==> config.mk <==
export PLATFORM = sky130hd
export DESIGN_NAME = apb_master_flat
export DESIGN_NICKNAME = d
export VERILOG_FILES = /design/src/rtl/apb_master_if.sv /design/src/rtl/apb_master.sv /design/src/flat_wrapper.sv
export SDC_FILE = /design/constraint.sdc
export NUM_CORES = 1
export LEC_CHECK = 0
export BUFFER_PORTS_ARGS = -buffer_cell sky130_fd_sc_hd__buf_2
export CAP_MARGIN = 30
export CORE_MARGIN = 10
export CORE_UTILIZATION = 30
export DETAILED_ROUTE_END_ITERATION = 8
export PLACE_DENSITY = 0.64
export SLEW_MARGIN = 40
export SYNTH_ARGS = -nofsm -noshare
export SYNTH_HDL_FRONTEND = slang
export SYNTH_SLANG_ARGS = --single-unit
==> constraint.sdc <==
create_clock -name PCLK -period 2.25 [get_ports PCLK]
set_clock_uncertainty 0.1 [all_clocks]
set_input_delay 0.1125 -clock PCLK [delete_from_list [all_inputs] [get_ports PCLK]]
set_output_delay 0.1125 -clock PCLK [all_outputs]
set_load 0.005 [all_outputs]
==> src/rtl/apb_master_if.sv <==
// APB bus bundle between the requester-side bridge and the 8-bit slave memory.
// Latency: none, wires only.
// Backpressure: the slave stalls the master by holding PREADY low in ACCESS.
//   PSEL, PENABLE, READ_WRITE, paddr, apb_write_data : master -> slave
//   prdata, PREADY                                   : slave  -> master
interface apb_master_if;
    logic       PSEL;
    logic       PENABLE;
    logic       READ_WRITE;
    logic [7:0] paddr;
    logic [7:0] apb_write_data;
    logic [7:0] prdata;
    logic       PREADY;

    modport master (
        output PSEL,
        output PENABLE,
        output READ_WRITE,
        output paddr,
        output apb_write_data,
        input  prdata,
        input  PREADY
    );

    modport slave (
        input  PSEL,
        input  PENABLE,
        input  READ_WRITE,
        input  paddr,
        input  apb_write_data,
        output prdata,
        output PREADY
    );
endinterface

==> src/rtl/apb_master.sv <==
// Requester-side APB bridge: one-cycle request strobe -> APB SETUP/ACCESS sequence.
// Latency: request edge to xfer_done is 2 cycles with a zero-wait slave, 3 with the registered-PREADY slave.
// Backpressure: ACCESS holds while PREADY=0; new requests are sampled only in IDLE or on a completing ACCESS edge.
//
// Ports:
//   PCLK, PRESETn          clock; asynchronous reset, active high (1 = reset)
//   transfer               request strobe
//   rw_in, addr_in, wdata_in  request direction (1 = read), address, write data
//   apb (master modport)   PSEL, PENABLE, READ_WRITE, paddr, apb_write_data out; prdata, PREADY in
//   rdata_out              last successful read data, held until the next successful read
//   xfer_done              one-cycle pulse on transfer termination (success or timeout)
//   busy                   high whenever the FSM is not IDLE
//   err                    one-cycle pulse with xfer_done on timeout abort
//
// Optional feature: define APB_MASTER_TIMEOUT_EN to build the ACCESS watchdog
// (aborts after TIMEOUT wait cycles). Without it err is tied low and ACCESS
// waits indefinitely.
module apb_master #(
    parameter int TIMEOUT = 16    // ACCESS wait cycles before abort, 1..255
) (
    input  logic         PCLK,
    input  logic         PRESETn,
    input  logic         transfer,
    input  logic         rw_in,
    input  logic [7:0]   addr_in,
    input  logic [7:0]   wdata_in,
    apb_master_if.master apb,
    output logic [7:0]   rdata_out,
    output logic         xfer_done,
    output logic         busy,
    output logic         err
);

    typedef enum logic [1:0] {
        IDLE   = 2'd0,
        SETUP  = 2'd1,
        ACCESS = 2'd2
    } state_t;

    state_t     state_q;
    state_t     state_d;

    logic       capture;     // latch request fields this edge
    logic       complete;    // ACCESS finished with PREADY
    logic       abort;       // ACCESS terminated by the watchdog

    logic       busy_q;
    logic       penable_q;
    logic       rw_q;
    logic [7:0] addr_q;
    logic [7:0] wdata_q;
    logic [7:0] rdata_q;
    logic       done_q;

`ifdef APB_MASTER_TIMEOUT_EN
    localparam logic [7:0] TO_LAST = 8'(TIMEOUT - 1);

    logic [7:0] cnt_q;
    logic [7:0] cnt_d;
    logic       err_q;
`endif

    // ---------------- next-state / control ----------------
    always_comb begin
        state_d  = state_q;
        capture  = 1'b0;
        complete = 1'b0;
        abort    = 1'b0;
`ifdef APB_MASTER_TIMEOUT_EN
        cnt_d    = cnt_q;
`endif
        unique case (state_q)
            IDLE: begin
                if (transfer) begin
                    state_d = SETUP;
                    capture = 1'b1;
                end
            end
            // PREADY is deliberately ignored here: the slave's registered
            // PREADY can still be high from the previous transfer.
            SETUP: begin
                state_d = ACCESS;
            end
            ACCESS: begin
                if (apb.PREADY) begin
                    complete = 1'b1;
                    if (transfer) begin
                        state_d = SETUP;   // back-to-back, PSEL stays high
                        capture = 1'b1;
                    end else begin
                        state_d = IDLE;
                    end
                end
`ifdef APB_MASTER_TIMEOUT_EN
                // cnt_q counts completed wait cycles; the edge ending wait
                // cycle number TIMEOUT aborts. PREADY above takes priority.
                else if (cnt_q == TO_LAST) begin
                    abort   = 1'b1;
                    state_d = IDLE;
                end else begin
                    cnt_d = cnt_q + 8'd1;
                end
`endif
            end
            default: begin
                state_d = IDLE;
            end
        endcase
`ifdef APB_MASTER_TIMEOUT_EN
        if (capture) begin
            cnt_d = 8'd0;
        end
`endif
    end

    always_ff @(posedge PCLK or posedge PRESETn) begin
        if (PRESETn) begin
            state_q <= IDLE;
        end else begin
            state_q <= state_d;
        end
    end

    // ---------------- registered outputs ----------------
    // Phase outputs are decoded from the next state so they change on the
    // same edge as the state register.
    always_ff @(posedge PCLK or posedge PRESETn) begin
        if (PRESETn) begin
            busy_q    <= 1'b0;
            penable_q <= 1'b0;
            rw_q      <= 1'b0;
            addr_q    <= 8'h00;
            wdata_q   <= 8'h00;
            rdata_q   <= 8'h00;
            done_q    <= 1'b0;
        end else begin
            busy_q    <= (state_d != IDLE);
            penable_q <= (state_d == ACCESS);
            if (capture) begin
                rw_q    <= rw_in;
                addr_q  <= addr_in;
                wdata_q <= wdata_in;
            end
            if (complete && rw_q) begin
                rdata_q <= apb.prdata;
            end
            done_q <= complete | abort;
        end
    end

`ifdef APB_MASTER_TIMEOUT_EN
    always_ff @(posedge PCLK or posedge PRESETn) begin
        if (PRESETn) begin
            cnt_q <= 8'd0;
            err_q <= 1'b0;
        end else begin
            cnt_q <= cnt_d;
            err_q <= abort;
        end
    end

    assign err = err_q;
`else
    assign err = 1'b0;
`endif

    assign apb.PSEL           = busy_q;
    assign apb.PENABLE        = penable_q;
    assign apb.READ_WRITE     = rw_q;
    assign apb.paddr          = addr_q;
    assign apb.apb_write_data = wdata_q;
    assign rdata_out          = rdata_q;
    assign xfer_done          = done_q;
    assign busy               = busy_q;

endmodule

==> src/flat_wrapper.sv <==
// flat-port wrapper written by rule: the top's interface ports become plain ports
module apb_master_flat 
#(
    parameter int TIMEOUT = 16                                              
)
  (PCLK, PRESETn, transfer, rw_in, addr_in, wdata_in, rdata_out, xfer_done, busy, err, apb_PSEL, apb_PENABLE, apb_READ_WRITE, apb_paddr, apb_apb_write_data, apb_prdata, apb_PREADY);
  apb_master_if apb_i ();
  input  logic PCLK;
  input  logic PRESETn;
  input  logic transfer;
  input  logic rw_in;
  input  logic [7:0] addr_in;
  input  logic [7:0] wdata_in;
  output logic [7:0] rdata_out;
  output logic xfer_done;
  output logic busy;
  output logic err;
  output wire logic [$bits(apb_i.PSEL)-1:0] apb_PSEL;
  output wire logic [$bits(apb_i.PENABLE)-1:0] apb_PENABLE;
  output wire logic [$bits(apb_i.READ_WRITE)-1:0] apb_READ_WRITE;
  output wire logic [$bits(apb_i.paddr)-1:0] apb_paddr;
  output wire logic [$bits(apb_i.apb_write_data)-1:0] apb_apb_write_data;
  input wire logic [$bits(apb_i.prdata)-1:0] apb_prdata;
  input wire logic [$bits(apb_i.PREADY)-1:0] apb_PREADY;
  assign apb_PSEL = apb_i.PSEL;
  assign apb_PENABLE = apb_i.PENABLE;
  assign apb_READ_WRITE = apb_i.READ_WRITE;
  assign apb_paddr = apb_i.paddr;
  assign apb_apb_write_data = apb_i.apb_write_data;
  assign apb_i.prdata = apb_prdata;
  assign apb_i.PREADY = apb_PREADY;
  apb_master #(.TIMEOUT(TIMEOUT)) u_core (.PCLK(PCLK), .PRESETn(PRESETn), .transfer(transfer), .rw_in(rw_in), .addr_in(addr_in), .wdata_in(wdata_in), .apb(apb_i), .rdata_out(rdata_out), .xfer_done(xfer_done), .busy(busy), .err(err));
endmodule
# Word-level counts from Yosys, hierarchy flattened
# Cells that the tools add are included.
[totals]
regBits = 30
input_bits = 29
output_inout_bits = 30
elab_cells = 23
[op_classes]
n_eq_ne = 3
muxes = 9
n_reduce_logical = 3
[op_table]
columns = ["operator", "count"]
rows = [
  ["2-bit one-hot mux with 3 select lines", 1],
  ["1-bit 2-to-1 mux", 5],
  ["2-bit == test (second input constant)", 2],
  ["2-bit 2-to-1 mux", 2],
  ["2-bit by 1-bit == test with 1-bit output (second input constant)", 1],
  ["2-bit zero test", 1],
  ["1-bit one-hot mux with 2 select lines", 1],
  ["2-bit nonzero test", 1],
  ["1-bit logical AND", 1],
]

# Longest topological paths before layout
[depth]
ltp_word = 4
mapped_depth = 5
mapped_depth_nobuf = 3

# Worst setup path before layout
# OpenSTA, ideal clock, no wires.
[synth_path]
kind = "register to register"
from = "reg u_core.state_q[1]"
to = "reg u_core.wdata_q[0] (netlist: u_core.apb.apb_write_data[0])"
setup_ns = 0.125
arrival_ns = 1.234
t_required_ns = 2.025
path_slack_ns = 0.791
path_stages_with_launch = 6
n_path_buf = 2
period_less_slack_ns = 1.459
path_cell_list = "dfrtp_1 > nor2b_4 > nor3b_2 > buf_6 > buf_12 > mux2_4"
[synth_via]
elab_chain_cells = 2
word_cells_on_any_way = 3
classes_between = "eq/ne: 1; mux: 1; reduce/logical: 1"
[synth_rtl]
columns = ["item", "line", "text"]
rows = [
  ["start, declared", "apb_master.sv:40", "state_t state_q;"],
  ["start signal, assigned", "apb_master.sv:120", "state_q <= state_d;"],
  ["2-bit == test / 2-bit zero test (equally long branches)", "apb_master.sv:72", "unique case (state_q)"],
  ["1-bit one-hot mux with 2 select lines *", "apb_master.sv:72", ""],
  ["end signal, assigned", "apb_master.sv:142", "wdata_q <= wdata_in;"],
  ["end, declared", "apb_master.sv:51", "logic [7:0] wdata_q;"],
]
# Mark *: on every way between the ends. The rest lies on a longest branch, timed or not.
# A chain may end at the register's enable or synchronous reset.

# Worst setup path in the final report
[layout_path]
from = "in apb_PREADY"
to = "reg u_core.addr_q[3] (netlist: u_core.apb.paddr[3])"
[layout_via]
elab_chain_cells = 2
[layout_rtl]
columns = ["item", "line", "text"]
rows = [
  ["start, declared", "flat_wrapper.sv:24", "input wire logic [$bits(apb_i.PREADY)-1:0] apb_PREADY;"],
  ["1-bit 2-to-1 mux", "apb_master.sv:85", "if (apb.PREADY) begin"],
  ["1-bit one-hot mux with 2 select lines", "apb_master.sv:72", ""],
  ["end signal, assigned", "apb_master.sv:141", "addr_q <= addr_in;"],
  ["end, declared", "apb_master.sv:50", "logic [7:0] addr_q;"],
]
# No other way between the ends.

==> results.py <==
metrics = {
    "floorplanning": {
        "floorplan.initialDensity_pct": 31.9,
        "ioPinCount": 59,
        "die_h_um": 83.1,
        "die_area_sq_um": 6910,
        "die_w_um": 83.1,
        "row_count": 22,
        "fp.coreArea_sq_um": 3740,
    },
    "finish": {
        "final_cell_mix": "57 x buf_2, 30 x dfrtp_1, 27 x dlygate4sd3_1",
        "finish.utilization_pct": 50.1,
        "layout-drive-gt1-share_pct": 59.0,
        "final_nets": 189,
        "final_area_sq_um": 1880,
        "diodes": 0,
        "layout_commonest_cell": "buf_2",
        "syn2layout_area_growth_pct": 57.1,
    },
    "status": {
        "status": "finished, final reports clean",
    },
    "routing": {
        "vias": 876,
        "drc": 0,
        "dr.pass1.iters": 2,
        "routedWlPerCell_um": 14.2,
        "routed_via_density": 4.19,
        "postRouteAntennaNets": 0,
        "drt_iter0_drc": 13,
        "routed_wirelength_um": 2980,
    },
    "power": {
        "power_leakage_uw": 0.000930,
        "combinationalPowerShare_pct": 29.6,
        "peakVddDrop_mv": 0.481,
        "power.density_nw_per_um2": 918,
        "clock_power_share_pct": 24.4,
        "p_seq_share_pct": 46.0,
        "swShare_pct": 26.0,
        "power.switching_uw": 448,
        "intPower_uw": 1280,
    },
    "clock_network": {
        "clk_path_buf_depth": 2,
        "clock-root-buffer": "clkbuf_8",
        "clock-sinks": 30,
        "postCtsSetupBuffers": 0,
        "cts_made_buffers": 5,
        "clk_latency_ns": 0.27,
        "cts_tree": "yes",
        "clkTransAtPathRegs_ns": 0.06,
        "hold_buffers": 27,
        "cts_resized": 0,
        "htree_levels": 2,
    },
    "yosys": {
        "synth.net_count": 100,
        "synth_cells": 71,
        "synth_area_sq_um": 1190,
        "synth.distinct_cells": 16,
        "synth_seq_cells": 30,
        "ys_warn_count": 0,
        "synth_sequential_area_ratio_pct": 62.8,
        "syn_area_per_cell_sq_um": 16.8,
    },
    "place": {
        "place_ws_ns": 0.667,
        "io_buffers": 57,
        "place_area_sq_um": 1520,
        "gp_congestion": 0.713,
        "dp_hpwl_um": 2150,
    },
    "sta": {
        "min_period_ns": 1.61,
        "rsz0062_at_grt": "false",
        "worst_slack_ns": 0.640,
        "drv_slew": 0,
        "setup_tns_ns": 0,
        "setup_viol": 0,
        "final-hold-violation-count": 0,
        "min_period_over_period_pct": 71.6,
        "fmax_mhz": 621,
    },
    "grt": {
        "grt_pass1_vias": 1012,
        "grt-ovfl-total": 0,
        "grt_max_degree": 31,
        "antenna_found_initial": 0,
        "grt_usage_pct": 8.52,
        "grt_pass1_wl_um": 4760,
    },
    "worst_setup_path": {
        "worstReg2RegStart": "u_core.state_q[1]",
        "critPathLaunch": "apb_PREADY",
        "cp-end-kind": "register",
        "worstPathRequired_ns": 2.30,
        "cp_top_family": "buffers and inverters",
        "crit_buf_inv": 3,
        "critPathLaunchType": "input port",
        "critical_path_class": "input port to register",
        "cp_cell_sequence": "dlygate4sd3_1 -> buf_2 -> nor2b_4 -> nor3b_4 -> buf_4 -> mux2_2",
        "cp_slowest_cell": "dlygate4sd3_1",
        "path_max_fanout": 18,
        "critPathArrivalTime_ns": 1.66,
        "slowest_delay_ns": 0.52,
    },
    "min_path": {
        "min_from": "transfer",
        "hold_path.class": "input port to register",
    },
    "job": {
        "cap_violations": 0,
    },
}
## area by class of cell
| cell class | instances | area [sq um] |
|---|---|---|
| tap | 48 | 60.1 |
| fill | 329 | 1870 |
| clock buffer | 7 | 86.3 |
| inverter | 1 | 3.75 |
| multi-input combinational | 36 | 400 |
| clock inverter | 1 | 5.00 |
| sequential | 30 | 751 |
| timing repair buffer | 86 | 571 |
## flip-flops by register name (all words and copies together) (netlist names)
name,flops
u_core.apb.apb_write_data,8
u_core.state_q,2
u_core.apb.paddr,8
u_core.apb.PENABLE,1
u_core.apb.PSEL,1
u_core.apb.READ_WRITE,1
u_core.rdata_out,8
u_core.xfer_done,1
## power by group through the flow
stage	Sequential [uW]	Combinational, uW	Clock (uW)
2_1_floorplan	811	242	0
3_3_place_gp	787	476	0
3_5_place_dp	799	490	0
4_1_cts	793	525	438
5_1_grt	814	560	459
6_report	792	510	421
## through the flow
step	total power (uW)	cells	hold slack, ns
global route	1830	209	0.0864
floorplan	1050	71	0.103
finish	1720	209	0.0462
global placement	1260	174	0.0936
CTS	1760	209	0.0398
detailed placement	1290	174	0.102
## Yosys cell counts
library cell	count	share of area, %
inv_1	1	0.31
nor2_1	1	0.31
mux2_2	16	15
nand2b_1	1	0.52
conb_1	1	0.31
o21ai_0	3	1.3
and3b_2	1	0.84
nand2_2	1	0.52
buf_4	2	1.3
dfrtp_1	30	63
nor2b_4	1	1.2
buf_6	1	0.94
nor3b_2	1	1.0
buf_12	1	1.7
mux2_4	9	11
or2b_1	1	0.63
## path summary, 6_finish.rpt
| path | slack (ns) | end | depth (start not counted) |
|---|---|---|---|
| worst max-delay path | 0.64 | u_core.apb.paddr[3] | 6 |
| worst min-delay path | 0.05 | u_core.apb.PSEL | 3 |
| worst max register to register | 0.67 | u_core.apb.paddr[3] | 4 |
| worst min register to register | 0.40 | u_core.rdata_out[6] | 1 |
| max in group asynchronous | 1.43 | u_core.rdata_out[0] | 4 |
| min in group asynchronous | 0.35 | u_core.apb.apb_write_data[4] | 4 |
## logic make-up (layout without fill, tap and decap cells)
kind of cell | after synthesis | after routing | share of synthesized area (%)
compound gates | 3 | 3 | 1.26
simple gates | 7 | 7 | 5.03
flops | 30 | 30 | 62.8
other cells | 1 | 1 | 0.314
buf+inv | 5 | 95 | 4.19
mux | 25 | 25 | 26.4
## metal layers
layer	vias up	share of wire (%)	track usage, %
li1	416	-	-
met1	421	39	8.17
met2	37	54	15.3
met3	2	6.4	3.22
met4	0	1.1	4.62
met5	-	0	0
## tightest hold or removal path: stages
cell,delay [ns]
buf_2,0.09
nor2_1,0.04
o21ai_0,0.13
Note: power is estimated with default switching activity, not from simulation.
